File: src/rtl/fft_pkg.sv
// Shared types and sizes for the fft_16 front end.
package fft_pkg;

    localparam int unsigned FFT_N        = 16;
    localparam int unsigned SAMPLE_WIDTH = 12;

    typedef logic signed [SAMPLE_WIDTH-1:0] sample_t;
    typedef sample_t [0:FFT_N-1]            frame_t;

    typedef enum logic {
        IDLE = 1'b0,
        WAIT = 1'b1
    } loader_state_t;

endpackage

File: src/rtl/fft_frame_bank.sv
// One frame buffer of the ping-pong pair: indexed sample writes plus a full flag.
module fft_frame_bank #(
    parameter int unsigned WIDTH = 12,
    parameter int unsigned N     = 16
) (
    input  logic                    clk,
    input  logic                    rst,
    input  logic                    wr_en,
    input  logic [$clog2(N)-1:0]    wr_idx,
    input  logic [WIDTH-1:0]        wr_data,
    input  logic                    set_full,
    input  logic                    clr,
    output logic [N-1:0][WIDTH-1:0] data,
    output logic                    full
);

    // Release empties the bank; a released bank is full, so it never sees writes on that edge.
    always_ff @(posedge clk or negedge rst) begin
        if (!rst) begin
            data <= '0;
            full <= 1'b0;
        end else if (clr) begin
            data <= '0;
            full <= 1'b0;
        end else begin
            if (wr_en) begin
                data[wr_idx] <= wr_data;
            end
            if (set_full) begin
                full <= 1'b1;
            end
        end
    end

endmodule

File: src/rtl/fft_frame_loader.sv
// Ping-pong frame collector feeding fft_16 over a start/done handshake.
module fft_frame_loader
    import fft_pkg::*;
#(
    parameter int unsigned WIDTH = SAMPLE_WIDTH,
    parameter int unsigned N     = FFT_N
) (
    input  logic                    clk,
    input  logic                    rst,
    input  logic signed [WIDTH-1:0] sample_in,
    input  logic                    sample_valid,
    output logic                    sample_ready,
    output logic                    start,
    input  logic                    done,
    output logic [N-1:0][WIDTH-1:0] time_samples,
    output logic                    overrun,
    input  logic                    overrun_clr,
    output logic                    busy
);

    localparam int unsigned IDX_W = $clog2(N);

    loader_state_t                     state;
    loader_state_t                     next_state;
    logic [IDX_W-1:0]                  fill_idx;
    logic                              wr_bank;
    logic                              rd_bank;
    logic [1:0]                        full;
    logic [1:0][N-1:0][WIDTH-1:0]      bank_data;
    logic                              accept;
    logic                              drop;
    logic                              frame_done;
    logic                              release_frame;

    assign sample_ready  = !full[wr_bank];
    assign accept        = sample_valid && sample_ready;
    assign drop          = sample_valid && !sample_ready;
    assign frame_done    = accept && (fill_idx == IDX_W'(N - 1));
    assign release_frame = (state == WAIT) && done;
    assign time_samples  = bank_data[rd_bank];

    for (genvar b = 0; b < 2; b++) begin : g_bank
        logic wr_sel;
        logic rd_sel;

        assign wr_sel = (wr_bank == 1'(b));
        assign rd_sel = (rd_bank == 1'(b));

        fft_frame_bank #(
            .WIDTH (WIDTH),
            .N     (N)
        ) u_bank (
            .clk      (clk),
            .rst      (rst),
            .wr_en    (accept && wr_sel),
            .wr_idx   (fill_idx),
            .wr_data  (sample_in),
            .set_full (frame_done && wr_sel),
            .clr      (release_frame && rd_sel),
            .data     (bank_data[b]),
            .full     (full[b])
        );
    end

    // Fill pointer, bank selects and sticky overrun (a new drop beats a clear).
    always_ff @(posedge clk or negedge rst) begin
        if (!rst) begin
            fill_idx <= '0;
            wr_bank  <= 1'b0;
            rd_bank  <= 1'b0;
            overrun  <= 1'b0;
        end else begin
            if (accept) begin
                fill_idx <= frame_done ? '0 : fill_idx + IDX_W'(1);
            end
            if (frame_done) begin
                wr_bank <= ~wr_bank;
            end
            if (release_frame) begin
                rd_bank <= ~rd_bank;
            end
            if (drop) begin
                overrun <= 1'b1;
            end else if (overrun_clr) begin
                overrun <= 1'b0;
            end
        end
    end

    always_ff @(posedge clk or negedge rst) begin
        if (!rst) begin
            state <= IDLE;
        end else begin
            state <= next_state;
        end
    end

    // Returning to IDLE on done guarantees start is low for at least one cycle.
    always_comb begin
        next_state = state;
        case (state)
            IDLE:    if (full[rd_bank]) next_state = WAIT;
            WAIT:    if (done)          next_state = IDLE;
            default: next_state = IDLE;
        endcase
    end

    always_comb begin
        start = 1'b0;
        busy  = 1'b0;
        if (state == WAIT) begin
            start = 1'b1;
            busy  = 1'b1;
        end
    end

endmodule

File: config.mk
export PLATFORM = sky130hd
export DESIGN_NAME = fft_frame_loader
export DESIGN_NICKNAME = d
export VERILOG_FILES = /design/src/rtl/fft_pkg.sv /design/src/rtl/fft_frame_bank.sv /design/src/rtl/fft_frame_loader.sv
export SDC_FILE = /design/constraint.sdc
export NUM_CORES = 1
export LEC_CHECK = 0
export CAP_MARGIN = 0
export CORE_MARGIN = 8
export CORE_UTILIZATION = 30
export CTS_CLUSTER_SIZE = 14
export DETAILED_ROUTE_END_ITERATION = 10
export PLACE_DENSITY = 0.54
export SETUP_SLACK_MARGIN = 0.15
export SYNTH_ARGS = -nofsm -noshare
export SYNTH_HDL_FRONTEND = slang
export SYNTH_HIERARCHICAL = 1
export SYNTH_SLANG_ARGS = --single-unit
File: constraint.sdc
create_clock -name clk -period 2.3 [get_ports clk]
set_clock_uncertainty 0.2 [all_clocks]
set_input_delay 0.46 -clock clk [delete_from_list [all_inputs] [get_ports clk]]
set_output_delay 0.46 -clock clk [all_outputs]
set_load 0.01 [all_outputs]
==> impl_metrics.json <==
{
  "grt_antenna_before_repair": 0,
  "crit_top_cell": "buf_12",
  "nets": 2051,
  "fmax_mhz": 349,
  "status": "finished with violations",
  "clock_latency_ns": 0.57,
  "startpoint_type": "flip-flop",
  "ys_ff_latch": 394,
  "cap_violations": 0,
  "drive_gt1_share_pct": 43.1,
  "wire_per_inst_um": 26.2,
  "max_stage_delay_ns": 0.53,
  "final-hold-violation-count": 0,
  "htree_levels": 2,
  "cts.reportedPaths.clkPinSlew_ns": 0.06,
  "clk_path_buf_depth": 3,
  "violations": "negative setup slack",
  "yosysWarnings": 6,
  "synth_largest_area_cell": "dfrtp_1",
  "layout_setup_ws_ns": -0.562,
  "cts_buffers": 45,
  "vias": 14200,
  "fin_crit_ns": 2.86,
  "rows": 94,
  "ioPinCount": 213,
  "synth_area_sq_mm": 0.0198,
  "peakVddDrop_mv": 0.658,
  "power_leakage_nw": 15.8,
  "report.final.slew_viol_count": 0,
  "fin_area_sq_mm": 0.0299,
  "syn_nets": 1630,
  "grt_setup_unrepaired": "yes",
  "core_area_sq_mm": 0.0656,
  "postSynthCellCount": 1612,
  "grtUsageTotal_pct": 18.1,
  "setup-violations-final": 413,
  "io_buffer_count": 212,
  "die_x_um": 273,
  "start_util_pct": 30.2,
  "drt_iter0_drc": 922,
  "crit_family": "buffers and inverters",
  "dr.pass1.iters": 5,
  "layout_commonest_cell": "dfrtp_1",
  "post-place-ws_ns": -0.647,
  "path_max_fanout": 5,
  "ant_nets": 0,
  "drc": 0,
  "path_cells": "buf_12 -> buf_12 -> buf_12 -> buf_16 -> buf_6 -> mux2_4 -> buf_6",
  "routabilityCongestion": 0.767,
  "relSlewSlack_pct": 58.2,
  "final_util_pct": 45.6,
  "tightestPinTransition_ns": 0.627,
  "synth.distinct_cells": 30,
  "synth_top_area_share_pct": 49.7,
  "die_area_sq_mm": 0.0746,
  "avgSynthCellArea_sq_um": 12.3,
  "placed_cell_area_sq_mm": 0.0243,
  "cts_tree": "built",
  "cp.required_ns": 1.64,
  "crit_type": "flip-flop to primary output",
  "synth_seq_area_share_pct": 49.7,
  "fin_crit_sh_pct": 124,
  "final_cell_mix": "dfrtp_1 (391), mux2i_1 (376), nand2b_1 (323), buf_6 (244), buf_12 (105)",
  "routed_wl_um": 76700,
  "fp.dieH_um": 273,
  "grt_pass1_wl_um": 102000,
  "crit_arrival_ns": 2.20,
  "worst-path-buf-inv": 6,
  "hpwl_um": 46100,
  "critPathCaptureType": "primary output",
  "tns_ns": -126.55,
  "clockRootBuffer": "clkbuf_16",
  "clock_sinks": 394,
  "cp_slowest_cell": "dfrtp_4",
  "synth_area_leaders": "dfrtp_1 (50%), mux2i_1 (19%), nand2b_1 (13%)",
  "grt_remaining_overflow": 0,
  "hp-class": "input port to asynchronous set/reset pin",
  "diodes": 0,
  "vias_per_cell": 4.86,
  "powerDensity_mw_per_mm2": 1290,
  "grt_start_max_net_pins": 85,
  "grt_pass1_vias": 14800,
  "areaGrowthSynthToFinish_pct": 51.1
}
==> area by class of cell <==
cell class | count | area [sq um]
Clock buffer | 61 | 1320
Clock inverter | 17 | 119
Fill cell | 5852 | 35700
Inverter | 3 | 11.3
Multi-Input combinational cell | 1066 | 10200
Sequential cell | 394 | 9870
Tap cell | 864 | 1080
Timing Repair Buffer | 523 | 7390
==> cell usage after synthesis <==
cell type / instances
nand2_2: 8
nand3_2: 5
and3_1: 5
nand2_4: 1
and2_1: 4
clkbuf_1: 56
ha_1: 1
inv_1: 3
nor3b_4: 2
a21oi_1: 1
xnor2_1: 3
buf_4: 24
nand3_1: 5
buf_6: 18
mux2i_1: 384
mux2_4: 2
and2b_1: 2
nor2_1: 11
and3b_1: 4
mux2_2: 193
mux2i_4: 1
nand2_1: 18
nand2b_1: 408
nor3_1: 2
a31oi_1: 2
o22ai_1: 1
nor2b_1: 2
o21a_1: 1
dfrtp_1: 394
buf_2: 51
==> worst reg2reg max path, cell delays in order, from the launching register on <==
cell and delay (ns):
dfrtp_4 0.53, buf_6 0.15, buf_16 0.13, buf_6 0.12, buf_6 0.10, buf_6 0.10, buf_6 0.10, buf_6 0.11
nor2_4 0.16, buf_12 0.16, buf_12 0.15, buf_6 0.11, nand2b_4 0.14, buf_12 0.16, mux2i_1 0.09
==> through the flow <==
step | total power [mW] | hold WS [ns] | std cells
floorplan | 18.4 | -0.0356 | 1612
global placement | 25.4 | 0.188 | 2693
detailed placement | 25.7 | 0.196 | 2693
CTS | 35.2 | 0.170 | 2830
global route | 40.5 | 0.205 | 2928
finish | 38.7 | 0.182 | 2928
==> final timing paths <==
check                                              to                       from  slack, ns  cells past startpoint
max in group asynchronous   g_bank[0].u_bank/data[85]                        rst       0.90                      3
hold reg to reg             g_bank[1].u_bank/data[15]  g_bank[1].u_bank/data[15]       0.34                      2
min in group clk                              overrun                overrun_clr       0.30                      2
hold / removal             g_bank[1].u_bank/data[141]                        rst       0.18                      2
setup reg to reg            g_bank[0].u_bank/data[56]           g_bank[1].rd_sel      -0.35                     14
setup / recovery                    time_samples[115]           g_bank[1].rd_sel      -0.56                      7
==> cell families (layout without fill, tap and decap cells) <==
kind of cell	Yosys count	after routing	share of synthesized area (%)
XOR/XNOR	3	3	0.133
adder cells (fa/ha/maj)	1	1	0.0631
AND/OR/NAND/NOR	477	477	15.0
buffers and inverters	152	604	4.34
multiplexers	580	580	30.6
AO/OA/AOI/OAI	5	5	0.158
flip-flops	394	394	49.7
==> repair_timing <==
action	4_1_cts	5_1_grt
endpoints found under the hold margin	82	0
gates cloned	13	53
setup buffers	45	45
gates resized for setup	944	442
pin swaps	1	1
setup endpoints to repair	362	455
hold buffers	1	0
==> routing by layer <==
metal | GRT usage [%] | share of wire (%)
met1 | 25.5 | 47
met2 | 29.2 | 47
met3 | 2.82 | 4.9
met4 | 3.79 | 1.3
met5 | 0 | 0
==> sequential cells by signal, summed over array words and instances (netlist names) <==
name                flops
fill_idx                4
g_bank.rd_sel           1
g_bank.u_bank/data    384
g_bank.u_bank/full      2
g_bank.wr_sel           1
overrun                 1
state                   1
==> power by group <==
group	leakage [nW]	switching (mW)	internal [mW]
combinational	9.73	8.47	11.7
clock	0.720	2.98	4.11
sequential	5.38	1.91	9.56
No activity file was read; power rests on OpenSTA's default activity.
